`src/rtl/fractal_sync_rx.sv`:
```
// fractal_sync_rx: queues East-North and West-South sync requests per port, then
// merges matching heads or round-robin arbitrates them onto one downstream channel.
module fractal_sync_rx #(
  parameter int unsigned SRC_IN_W   = 4,
  parameter int unsigned ID_W       = 8,
  parameter int unsigned FIFO_DEPTH = 2,
  parameter bit          COMB_IN    = 1'b0
) (
  input  logic                clk_i,
  input  logic                rst_i,
  input  logic                en_sync_i,
  input  logic [SRC_IN_W-1:0] en_src_i,
  input  logic [ID_W-1:0]     en_id_i,
  input  logic                ws_sync_i,
  input  logic [SRC_IN_W-1:0] ws_src_i,
  input  logic [ID_W-1:0]     ws_id_i,
  output logic                en_error_overflow_o,
  output logic                ws_error_overflow_o,
  output logic                req_valid_o,
  output logic [SRC_IN_W+1:0] req_src_o,
  output logic [ID_W-1:0]     req_id_o,
  input  logic                req_ready_i
);

  localparam int unsigned ENTRY_W = SRC_IN_W + ID_W;
  localparam int unsigned PTR_W   = (FIFO_DEPTH > 1) ? $clog2(FIFO_DEPTH) : 1;
  localparam int unsigned CNT_W   = $clog2(FIFO_DEPTH + 1);

  // Grant encoding doubles as the two low bits of req_src_o: bit0 = EN, bit1 = WS.
  typedef enum logic [1:0] {
    GRANT_NONE  = 2'b00,
    GRANT_EN    = 2'b01,
    GRANT_WS    = 2'b10,
    GRANT_MERGE = 2'b11
  } grant_e;

  if (FIFO_DEPTH == 0) begin : g_depth_check
    $fatal(1, "fractal_sync_rx: FIFO_DEPTH must be greater than zero");
  end

  function automatic logic [PTR_W-1:0] ptr_inc(input logic [PTR_W-1:0] ptr);
    return (ptr == PTR_W'(FIFO_DEPTH - 1)) ? '0 : ptr + PTR_W'(1);
  endfunction

  logic [1:0]         sync_in_s;
  logic [ENTRY_W-1:0] data_in_s [2];
  logic [1:0]         push_s;
  logic [ENTRY_W-1:0] push_data_s [2];
  logic [1:0]         empty_s;
  logic [1:0]         full_s;
  logic [1:0]         overflow_s;
  logic [1:0]         pop_s;
  logic [ENTRY_W-1:0] head_s [2];
  logic [ENTRY_W-1:0] sel_s;
  logic [1:0]         grant_free_s;
  logic [1:0]         grant_s;
  logic               valid_s;
  logic               handshake_s;
  grant_e             lock_r;
  logic               rr_q;

  assign sync_in_s    = {ws_sync_i, en_sync_i};
  assign data_in_s[0] = {en_src_i, en_id_i};
  assign data_in_s[1] = {ws_src_i, ws_id_i};

  if (COMB_IN) begin : g_comb_in
    assign push_s      = sync_in_s;
    assign push_data_s = data_in_s;
  end else begin : g_reg_in
    logic [1:0]         sync_r;
    logic [ENTRY_W-1:0] data_r [2];

    // Input staging: strobe always registered, payload captured only with a strobe
    always_ff @(posedge clk_i) begin
      if (rst_i) begin
        sync_r    <= 2'b00;
        data_r[0] <= '0;
        data_r[1] <= '0;
      end else begin
        sync_r <= sync_in_s;
        for (int p = 0; p < 2; p++) begin
          if (sync_in_s[p]) data_r[p] <= data_in_s[p];
        end
      end
    end

    assign push_s      = sync_r;
    assign push_data_s = data_r;
  end

  for (genvar p = 0; p < 2; p++) begin : g_fifo
    logic [ENTRY_W-1:0] mem_r [FIFO_DEPTH];
    logic [PTR_W-1:0]   wptr_r;
    logic [PTR_W-1:0]   rptr_r;
    logic [CNT_W-1:0]   cnt_r;
    logic               do_push_s;
    logic               do_pop_s;

    assign empty_s[p]    = (cnt_r == '0);
    assign full_s[p]     = (cnt_r == CNT_W'(FIFO_DEPTH));
    assign head_s[p]     = mem_r[rptr_r];
    assign do_push_s     = push_s[p] & ~full_s[p];
    assign do_pop_s      = pop_s[p] & ~empty_s[p];
    // A push into a full FIFO is dropped even if the same cycle pops it.
    assign overflow_s[p] = push_s[p] & full_s[p] & ~rst_i;

    // Storage array: written on accepted pushes only
    always_ff @(posedge clk_i) begin
      if (do_push_s) mem_r[wptr_r] <= push_data_s[p];
    end

    // Pointers and occupancy, judged on pre-edge occupancy
    always_ff @(posedge clk_i) begin
      if (rst_i) begin
        wptr_r <= '0;
        rptr_r <= '0;
        cnt_r  <= '0;
      end else begin
        if (do_push_s) wptr_r <= ptr_inc(wptr_r);
        if (do_pop_s)  rptr_r <= ptr_inc(rptr_r);
        case ({do_push_s, do_pop_s})
          2'b10:   cnt_r <= cnt_r + CNT_W'(1);
          2'b01:   cnt_r <= cnt_r - CNT_W'(1);
          default: cnt_r <= cnt_r;
        endcase
      end
    end
  end

  // Free-running arbitration: merge equal heads, otherwise round-robin on contention
  always_comb begin
    grant_free_s = GRANT_NONE;
    if (!empty_s[0] && !empty_s[1]) begin
      if (head_s[0] == head_s[1]) grant_free_s = GRANT_MERGE;
      else if (rr_q)              grant_free_s = GRANT_WS;
      else                        grant_free_s = GRANT_EN;
    end else if (!empty_s[0]) begin
      grant_free_s = GRANT_EN;
    end else if (!empty_s[1]) begin
      grant_free_s = GRANT_WS;
    end else begin
      grant_free_s = GRANT_NONE;
    end
  end

  assign grant_s     = (lock_r != GRANT_NONE) ? lock_r : grant_free_s;
  assign valid_s     = |(grant_s & ~empty_s);
  assign req_valid_o = valid_s & ~rst_i;
  assign handshake_s = req_valid_o & req_ready_i;
  assign pop_s       = {2{handshake_s}} & grant_s;
  assign sel_s       = grant_s[0] ? head_s[0] : head_s[1];

  assign en_error_overflow_o = overflow_s[0];
  assign ws_error_overflow_o = overflow_s[1];

  // Output payload, forced to zero whenever no request is offered
  always_comb begin
    req_src_o = '0;
    req_id_o  = '0;
    if (req_valid_o) begin
      req_src_o = {sel_s[ENTRY_W-1:ID_W], grant_s};
      req_id_o  = sel_s[ID_W-1:0];
    end else begin
      req_src_o = '0;
      req_id_o  = '0;
    end
  end

  // Grant-lock FSM and round-robin pointer: a stalled offer freezes its grant type
  always_ff @(posedge clk_i) begin
    if (rst_i) begin
      lock_r <= GRANT_NONE;
      rr_q   <= 1'b0;
    end else if (handshake_s) begin
      lock_r <= GRANT_NONE;
      if (grant_s == GRANT_EN)      rr_q <= 1'b1;
      else if (grant_s == GRANT_WS) rr_q <= 1'b0;
      else                          rr_q <= rr_q;
    end else if (req_valid_o) begin
      lock_r <= grant_e'(grant_s);
      rr_q   <= rr_q;
    end else begin
      lock_r <= GRANT_NONE;
      rr_q   <= rr_q;
    end
  end

endmodule
```
`config.mk`:
```
export PLATFORM = sky130hd
export DESIGN_NAME = fractal_sync_rx
export DESIGN_NICKNAME = d
export VERILOG_FILES = /design/src/rtl/fractal_sync_rx.sv
export SDC_FILE = /design/constraint.sdc
export NUM_CORES = 1
export LEC_CHECK = 0
export CORE_MARGIN = 2
export CORE_UTILIZATION = 55
export DETAILED_ROUTE_END_ITERATION = 7
export GPL_ROUTABILITY_DRIVEN = 0
export PLACE_DENSITY = 0.79
export SYNTH_ARGS = -nofsm -noshare
export SYNTH_HDL_FRONTEND = slang
export SYNTH_SLANG_ARGS = --single-unit
```
`constraint.sdc`:
```
create_clock -name clk_i -period 3 [get_ports clk_i]
set_input_delay 0.3 -clock clk_i [delete_from_list [all_inputs] [get_ports clk_i]]
set_output_delay 0.3 -clock clk_i [all_outputs]
set_load 0.05 [all_outputs]
```
==> flow_summary_export.csv <==
group,metric,value,unit
cts,cts_tree,"built",
layout,nets,378,
setup_path,worst_path_dominant_cell_family,"buffers and inverters",
synthesis,ys_warn_count,0,
timing,rsz0062_at_grt,"true",
synthesis,synth_compound_area_frac,0.0497,
cts,clk_path_buf_depth,2,
synthesis,synth_area_leader_cell,"edfxtp_1",
cts,clock-sinks,87,
setup_path,cp.required,2.70,ns
timing,period_needed,3.12,ns
synthesis,synth_area,3650,µm²
floorplanning,start_util,0.572,
floorplanning,io_pins,46,
power,pwr-share-comb,0.300,
timing,setup_viol,12,
synthesis,synth_top_family_by_area,"multiplexers",
setup_path,cp_common_cell,"buf_12",
global_route,grt_use_total,0.214,
synthesis,syn_nets,313,
power,p_per_area,614,nW/µm²
setup_path,worstPathMaxFanout,7,
detailed_routing,dr_total_vias,2482,
synthesis,synthMuxAreaShare,0.146,
timing,slew_headroom,0.443,
setup_path,cp-start-kind,"flip-flop",
synthesis,syn-mean-instance-area,13.0,µm²
timing,skew,0.00997,ns
global_route,grt_overflow_total,0,
detailed_routing,ant_nets,0,
floorplanning,core-area,6390,µm²
cts,root_buffer,"clkbuf_8",
detailed_routing,drtIter0Drc,200,
place,place_ws,-0.119,ns
timing,max_freq,320,MHz
worst_hold_path,holdCritPathClass,"flip-flop to flip-flop",
detailed_routing,dr.pass1.iters,4,
setup_path,criticalPathCategory,"flip-flop to primary output",
floorplanning,num_rows,29,
synthesis,syn_inst,281,
detailed_routing,wl_per_cell,22.1,µm
synthesis,async_flop_share,0,
floorplanning,die_y,85.5,µm
synthesis,synth_cell_type_count,32,
setup_path,slowest_delay,0.40,ns
timing,tightest_slew,0.832,ns
layout,most-common-layout-cells,"edfxtp_1, nor2_1, dfxtp_1",
setup_path,crit_path_end_kind,"primary output",
synthesis,synthFlopType,"edfxtp_1",
power,p_switching,1.01,mW
layout,drive_gt1_frac,0.288,
layout,final_common_cell,"edfxtp_1",
global_route,grt_pass1_vias,2321,
place,port_buffers,45,
power,irDropWorstVdd,0.401,mV
global_route,grt_pass1_wl,11.7,mm
power,p_sw_frac,0.322,
timing,slew_violations,0,
setup_path,arrival,2.82,ns
power,p_leak,1.85,nW
cts,clkSlewWorstSetupHoldPaths,0.09,ns
power,pwr-share-seq,0.443,
timing,final_hold_viol_count,0,
detailed_routing,drc,0,
synthesis,synth_xor_area_frac,0.0432,
place,dp_hpwl,4.54,mm
cts,ctsHtreeMaxLevel,3,
outcome,failed_checks,"setup timing",
synthesis,synthSimpleGateAreaFrac,0.110,
power,internal_power,2.13,mW
cts,insertion_delay,0.36,ns
synthesis,seq_area_frac_synth,0.609,
setup_path,crit_chain,"buf_12 > mux2i_4 > xnor2_2 > nand4_1 > nor3_4 > buf_6 > o31ai_4 > buf_4 > a221oi_4 > buf_12",
timing,fin_ws,-0.124,ns
cts,ctsHoldBuffers,0,
synthesis,ys_ff_latch,87,
detailed_routing,via_per_inst,5.80,
floorplanning,dieArea,7310,µm²
cts,cts_made_buffers,9,
layout,antennaDiodeCount,0,
setup_path,slowest_stage,"dfxtp_4",
timing,fin_crit_sh,1.04,
outcome,status,"finished, violations left",
synthesis,synth_adder_area_share,0.0103,
global_route,antenna_found_initial,0,
detailed_routing,routed_wl,9.45,mm
synthesis,synth.area.top_cells,"edfxtp_1, dfxtp_1, mux2i_1",
setup_path,reg2reg_slack,0.01,ns
floorplanning,die_w,85.5,µm
power,report.power.total,3.15,mW
synthesis,synthDominantCellAreaShare,0.395,
layout,area_delta_synth_final,40.3,%
global_route,grt_start_max_net_pins,40,
setup_path,cp_num_buf_inv,4,
synthesis,synth_edf_count,48,
layout,fin_util,0.802,
power,clkPwrFrac,0.257,
job,cap_violations,0,
-- kinds of logic after synthesis --
logic type                 Yosys count
muxes                               53
DFF                                 87
buffers and inverters               19
xor gates and xnor gates            18
adders and majority gates            3
AOI/OAI and AO/OA                   22
and+or+nand+nor                     79
-- path summary, 6_finish.rpt --
check                             startpoint                         endpoint  depth (start not counted)
max                                flip-flop                      req_id_o[3]                         10
min          g_reg_in.data_r[0]$_SDFFE_PP0P_  g_fifo[1].mem_r[1][0]$_DFFE_PP_                          0
max reg2reg                        flip-flop                rr_q$_SDFFE_PP0P_                         13
min reg2reg  g_reg_in.data_r[0]$_SDFFE_PP0P_  g_fifo[1].mem_r[1][0]$_DFFE_PP_                          0
-- power by group through the flow --
stage / Clock [mW] / Combinational (mW) / Sequential [mW]
floorplan: 0 / 0.448 / 1.39
global placement: 0 / 0.687 / 1.39
detailed placement: 0 / 0.699 / 1.40
CTS: 0.787 / 0.759 / 1.37
global route: 0.857 / 0.989 / 1.40
finish: 0.808 / 0.945 / 1.39
-- Yosys cell counts, types with 3 or more instances --
cell and count:
dfxtp_1 39, mux2i_1 51, or3_1 3, xor2_1 4, nor2_1 41, nand2b_1 3
nand2_1 3, inv_1 4, nor3b_1 4, a221oi_1 11, and2b_1 6, buf_6 6
edfxtp_1 48, clkbuf_1 6, nand4_1 3, buf_1 3, ha_1 3, xnor2_1 14
nor2b_1 10
-- state kept, by name, indices dropped and copies added (netlist names), named ones only --
signal and cells:
g_fifo.mem_r 48, g_fifo.rptr_r 2, lock_r 2, g_fifo.cnt_r 4, g_reg_in.sync_r 2, g_reg_in.data_r 24, rr_q 1, g_fifo.wptr_r 2
-- per-layer routing --
metal	wire length [µm]	GRT usage	up-vias
met5	0	0	-
met1	3720	0.266	1217
met3	447	0.0613	16
met4	219	0.105	0
li1	-	-	1155
met2	5060	0.343	94
-- cell type report --
| cell class | count | area [µm²] |
|---|---|---|
| Sequential cell | 87 | 2230 |
| Multi-Input combinational cell | 177 | 1750 |
| Clock inverter | 5 | 40.0 |
| Inverter | 4 | 15.0 |
| Fill cell | 320 | 1260 |
| Timing Repair Buffer | 67 | 845 |
| Clock buffer | 11 | 151 |
| Tap cell | 77 | 96.3 |
-- per-stage QoR --
stage / cell area, µm² / hold slack (ns) / setup TNS (ns) / std cells
5_1_grt: 5120 / 0.471 / -1.97 / 428
2_1_floorplan: 3650 / 0.379 / -1.94 / 281
4_1_cts: 4670 / 0.465 / -0.0764 / 416
3_3_place_gp: 4350 / 0.436 / 0 / 397
3_5_place_dp: 4350 / 0.444 / -0.119 / 397
6_report: 5120 / 0.462 / -0.661 / 428
-- worst register-to-register path, cell delays in order, from the launching register on --
cell	delay, ns
dfxtp_4	0.40
buf_12	0.16
mux2i_4	0.32
xnor2_2	0.11
nand4_1	0.16
nor3_4	0.06
buf_6	0.14
o31ai_4	0.53
buf_4	0.22
inv_1	0.04
ha_1	0.29
nor3b_2	0.18
mux2i_1	0.22
nor2_1	0.05
-- timing repair --
| action | 4_1_cts | 5_1_grt |
|---|---|---|
| pin swaps | 7 | 11 |
| resized for setup | 18 | 57 |
| endpoints found under the setup margin | 14 | 17 |
| buffers inserted | 2 | 10 |
| gates cloned | 1 | 2 |
Note: power is estimated with default switching activity, not from simulation.
